<file path="config.mk">
export PLATFORM = sky130hd
export DESIGN_NAME = quotient_display_seq
export DESIGN_NICKNAME = d
export VERILOG_FILES = /design/src/rtl/quotient_display_seq.sv
export SDC_FILE = /design/constraint.sdc
export NUM_CORES = 1
export LEC_CHECK = 0
export ABC_AREA = 1
export ABC_CLOCK_PERIOD_IN_PS = 2300
export CAP_MARGIN = 20
export CORE_UTILIZATION = 45
export CTS_BUF_LIST = sky130_fd_sc_hd__clkbuf_16
export CTS_CLUSTER_DIAMETER = 30
export CTS_CLUSTER_SIZE = 20
export DETAILED_ROUTE_END_ITERATION = 16
export PLACE_DENSITY = 0.69
export SKIP_LAST_GASP = 1
export SLEW_MARGIN = 20
export SYNTH_ARGS = -nofsm -noshare
export SYNTH_HDL_FRONTEND = slang
export SYNTH_SLANG_ARGS = --single-unit
</file>
<file path="constraint.sdc">
create_clock -name clk -period 2.3 [get_ports clk]
set_input_delay 0.46 -clock clk [delete_from_list [all_inputs] [get_ports clk]]
set_output_delay 0.46 -clock clk [all_outputs]
set_load 0.005 [all_outputs]
</file>
<file path="src/rtl/quotient_display_seq.sv">
// rtl/quotient_display_seq.sv - divider result capture, serial double-dabble BCD and 4-digit 7-seg scan
// Optional macro LEADING_ZERO_BLANK_EN blanks leading zero digits 3..1.
module quotient_display_seq #(
    parameter int SCAN_DIV = 50000
) (
    input  logic        clk,
    input  logic        rst,
    input  logic        load,
    input  logic [15:0] value,
    output logic        busy,
    output logic        bcd_valid,
    output logic [15:0] bcd,
    output logic        ovf,
    output logic [6:0]  seg,
    output logic [3:0]  dig
);

    localparam int CW = $clog2(SCAN_DIV);
    localparam logic [CW-1:0] SCAN_LAST = CW'(SCAN_DIV - 1);

    localparam logic [6:0] SEG_DASH  = 7'b1000000;
    localparam logic [6:0] SEG_BLANK = 7'b0000000;
    localparam logic [6:0] SEG_ZERO  = 7'b0111111;

    typedef enum logic {
        IDLE,
        SHIFT
    } state_t;

    state_t        state;
    logic [15:0]   shreg;
    logic [19:0]   acc;
    logic [3:0]    bitcnt;

    logic [19:0]   acc_adj;
    logic [19:0]   acc_shift;
    logic          done_now;

    logic [CW-1:0] scnt;
    logic [1:0]    idx;
    logic [1:0]    idx_nx;
    logic [15:0]   bcd_nx;
    logic          ovf_nx;
    logic [3:0]    nib;
    logic          blank;
    logic [6:0]    seg_nx;

    function automatic logic [6:0] digit_seg(input logic [3:0] d);
        case (d)
            4'd0:    digit_seg = 7'b0111111;
            4'd1:    digit_seg = 7'b0000110;
            4'd2:    digit_seg = 7'b1011011;
            4'd3:    digit_seg = 7'b1001111;
            4'd4:    digit_seg = 7'b1100110;
            4'd5:    digit_seg = 7'b1101101;
            4'd6:    digit_seg = 7'b1111101;
            4'd7:    digit_seg = 7'b0000111;
            4'd8:    digit_seg = 7'b1111111;
            4'd9:    digit_seg = 7'b1101111;
            default: digit_seg = 7'b0000000;
        endcase
    endfunction

    // Add-3 correction on every nibble before the shift keeps each nibble a valid BCD digit.
    always_comb begin
        acc_adj = acc;
        for (int i = 0; i < 5; i++) begin
            if (acc[4*i +: 4] >= 4'd5)
                acc_adj[4*i +: 4] = acc[4*i +: 4] + 4'd3;
        end
        acc_shift = {acc_adj[18:0], shreg[15]};
        done_now  = (state == SHIFT) && (bitcnt == 4'd15);
    end

    always_ff @(posedge clk or negedge rst) begin
        if (!rst) begin
            state     <= IDLE;
            shreg     <= '0;
            acc       <= '0;
            bitcnt    <= '0;
            busy      <= 1'b0;
            bcd_valid <= 1'b0;
            bcd       <= '0;
            ovf       <= 1'b0;
        end else begin
            bcd_valid <= 1'b0;
            case (state)
                IDLE: begin
                    if (load) begin
                        shreg  <= value;
                        acc    <= '0;
                        bitcnt <= '0;
                        busy   <= 1'b1;
                        state  <= SHIFT;
                    end
                end
                SHIFT: begin
                    acc    <= acc_shift;
                    shreg  <= {shreg[14:0], 1'b0};
                    bitcnt <= bitcnt + 4'd1;
                    if (bitcnt == 4'd15) begin
                        bcd       <= acc_shift[15:0];
                        ovf       <= (acc_shift[19:16] != 4'd0);
                        bcd_valid <= 1'b1;
                        busy      <= 1'b0;
                        state     <= IDLE;
                    end
                end
                default: state <= IDLE;
            endcase
        end
    end

    // Segments are computed from next-cycle digit index and result so seg, dig and bcd all change together.
    always_comb begin
        idx_nx = (scnt == SCAN_LAST) ? idx + 2'd1 : idx;
        bcd_nx = done_now ? acc_shift[15:0] : bcd;
        ovf_nx = done_now ? (acc_shift[19:16] != 4'd0) : ovf;
        case (idx_nx)
            2'd0:    nib = bcd_nx[3:0];
            2'd1:    nib = bcd_nx[7:4];
            2'd2:    nib = bcd_nx[11:8];
            default: nib = bcd_nx[15:12];
        endcase
        blank = 1'b0;
`ifdef LEADING_ZERO_BLANK_EN
        case (idx_nx)
            2'd1:    blank = (bcd_nx[15:4] == 12'd0);
            2'd2:    blank = (bcd_nx[15:8] == 8'd0);
            2'd3:    blank = (bcd_nx[15:12] == 4'd0);
            default: blank = 1'b0;
        endcase
`endif
        if (ovf_nx)
            seg_nx = SEG_DASH;
        else if (blank)
            seg_nx = SEG_BLANK;
        else
            seg_nx = digit_seg(nib);
    end

    always_ff @(posedge clk or negedge rst) begin
        if (!rst) begin
            scnt <= '0;
            idx  <= 2'd0;
            dig  <= 4'b0001;
            seg  <= SEG_ZERO;
        end else begin
            scnt <= (scnt == SCAN_LAST) ? '0 : scnt + CW'(1);
            idx  <= idx_nx;
            dig  <= 4'b0001 << idx_nx;
            seg  <= seg_nx;
        end
    end

endmodule

</file>
==> qor.txt <==
================================================================================
Worst Path Class, Setup                                             flop to flop
CP Cell Sequence                                                    ha_2 > nand3_2 > nor2_4 > buf_4 > nand3_1 > nand2_1 > nand3_2 > nand3_2 > nor2_4 > buf_4 > ha_1 > inv_1 > nand2_1 > a21oi_1 > nor2_2
Via Count                                                                   3782
Mapped Area                                                           4530 sq um
Delay contributed by the slowest stage of the critical path              0.39 ns
Total Routing Usage GR                                                     21.1%
Clock insertion delay at the later pin of the skew report                0.33 ns
Leakage power                                                         0.00279 uW
CTS clk-pin slew, worst paths                                            0.07 ns
Initial Utilization                                                        46.3%
Root buffer cell                                                       clkbuf_16
Number of pins exceeding their max-slew limit in the final report              0
GR Util met2                                                               34.4%
Number of buffers on the longest clock path                                    2
Share of the clock period used by the worst path                           99.7%
Antenna diode instance count                                                   0
Ratio of total power to cell area                                   1260 nW/um^2
Number of nets still failing antenna checks after routing                      0
Drt first-iter violations                                                    166
Post-Layout Inst Area                                                 5860 sq um
Vias per cell                                                               5.15
Floorplan die height                                                 102 microns
H-tree depth reported by CTS                                                   3
Number of top-level pins                                                      49
Data required, critical path                                             2.57 ns
Remaining Overflow, GRT                                                        0
Highest net fanout along the worst path                                       14
Routed WL                                                           10700 microns
Net count after synthesis                                                    553
Worst slew margin relative to its limit                                    67.0%
Clock Skews                                                           0.00809 ns
Element type at the critical path start                                     flop
Met3 routing resource usage after global routing                           3.63%
Grt peak-use layer                                                          met2
Syn-to-layout area delta                                                   29.3%
TritonCTS clock tree                                                        done
CP dominant cell by count                                                nand3_2
Die width                                                            102 microns
Slew at the pin closest to its max-slew limit                           0.494 ns
Register area share after synthesis                                        49.4%
Cell with the largest stage delay on the worst path                      dfrtp_1
Count of unique library cells instantiated by Yosys                           38
Setup TNS                                                                   0 ns
Top area cells in the synthesized netlist                           dfrtp_1 45%, nand2_1 10%, inv_1 5.1%
Hold violation count in the final report                                       0
Cell area after placement                                             5260 sq um
EDFF count, synth                                                              0
Nature of the critical path endpoint                                        flop
Maximum clock frequency                                                  436 MHz
Placeable core region                                                 9770 sq um
Number of detailed-route iterations in the first pass                          4
Area fraction of the dominant cell type after synthesis                    45.3%
Via count of the first global-routing pass                                  3658
Asr flop ratio synth                                                        100%
Fraction of final layout cells sized beyond drive strength 1               21.6%
Number of antenna violations at the first check in global routing              0
Total of endpoints with negative setup slack in the final report               0
Global placer's final weighted congestion                                  0.861
Arrival time at the worst endpoint                                       2.56 ns
Clock sink total                                                              89
Number of nets in the finished design                                        632
Wire length of the first global-routing pass                        17000 microns
Cell count after synthesis                                                   517
Setup repair after global routing missed its margin                         true
GRT met1 Usage                                                             28.6%
Filler cell count in the final layout                                        827
Average footprint of a synthesized cell                               8.76 sq um
Max capacitance violation total                                                0
Minimum period implied by the final worst setup slack                    2.29 ns
I/O Buffers                                                                   48
Placed wire-length estimate after detailed placement                7220 microns
Hold crit path type                                                 primary input to async pin
Worst Path Buf+Inv                                                             3
Area leader, netlist                                                     dfrtp_1
Register bit total from synthesis                                             89
Worst IR drop on VDD                                                    0.531 mV
Cell family with most CP delay                                      simple AND/OR/NAND/NOR gates
Die area                                                             10500 sq um
Commonest register cell after synthesis                                  dfrtp_1
Cell row count                                                                36
Largest net degree at the start of global routing                             37
Syn. warnings                                                                  0
Post-detailed-route wirelength per cell                             14.5 microns
Result of the run                                                      completed
DRC Markers                                                                    0
Number of buffers inserted during clock tree synthesis                         9
Final core utilization                                                     59.9%
================================================================================
## path summary, 6_finish.rpt
check,startpoint,endpoint,slack (ns),cells past startpoint
max,bitcnt[0],seg[5],0.008,15
min,rst,bcd[7],0.09,1
max reg2reg,bitcnt[0],seg[5],0.008,15
min reg2reg,shreg[11],shreg[11],0.51,2
max in group asynchronous,rst,dig[0],1.50,2
min in group clk,shreg[11],shreg[11],0.51,2
## sequential cells by signal, summed over array words and instances (netlist names)
signal     flops
idx            2
dig            4
ovf            1
seg            7
busy           1
shreg         16
acc           20
bitcnt         4
scnt          16
bcd_valid      1
state          1
bcd           16
## routing by layer
layer / vias up / wire, microns / share of wire (%)
met5: - / 0 / 0
met2: 84 / 5210 / 49
met3: 12 / 375 / 3.5
li1: 1850 / - / -
met4: 0 / 155 / 1.5
met1: 1836 / 4940 / 46
## synthesized netlist by cell type, drive strengths merged (5+ instances only)
cell / count
nand2: 142
dfrtp: 82
inv: 69
nor2: 47
nand3: 38
o21ai: 35
ha: 17
nand4: 12
a21oi: 10
o22ai: 10
xor2: 9
clkbuf: 8
dfstp: 7
o221ai: 7
o211ai: 6
nor3: 5
## cells by family after synthesis
group	after synthesis	share of synthesized area [%]
buf+inv	80	6.91
xor+xnor	9	1.74
flops	89	49.4
simple gates	247	27.2
fa+ha+maj	17	4.70
compound gates	75	10.1
## cell type report
type	count	area [sq um]	area share [%]
clock buffer	9	225	3.85
timing repair buffer	79	723	12.3
multi-input combinational	348	2100	35.9
sequential	89	2240	38.2
clock inverter	7	141	2.41
tap	133	166	2.84
inverter	69	262	4.46
## cell usage in the layout, fill, tap and decap left out, types with 10 or more instances in the layout
master	count
nand2_1	120
dfrtp_1	81
inv_1	57
clkdlybuf4s50_1	47
buf_4	31
o21ai_0	28
nor2_1	27
nand3_1	25
ha_1	15
nand2_2	14
inv_2	11
nor2_4	11
nand3_2	11
nand4_1	11
a21oi_1	10
o22ai_1	10
## stage by stage
step | power [uW] | std cells | hold slack [ns] | setup slack (ns)
after floorplan | 4280 | 517 | 0.164 | 0.182
after global placement | 5250 | 704 | 0.444 | -0.00163
after detailed placement | 5340 | 704 | 0.456 | -0.0303
after CTS | 7190 | 721 | 0.105 | 0.0115
after global routing | 7920 | 734 | 0.120 | -0.0756
final | 7400 | 734 | 0.0923 | 0.00785
## repair_timing
action | CTS | global route
pin swaps | 1 | 9
setup endpoints to repair | 3 | 7
buffers inserted | 1 | 13
gates resized for setup | 5 | 33
hold buffers | 0 | 0
## where the power goes
part / internal, uW / switching (uW) / total [uW]
registers: 2110 / 298 / 2410
clock network: 1170 / 610 / 1780
logic: 1350 / 1860 / 3210
Power figures use the tool's default switching activity.
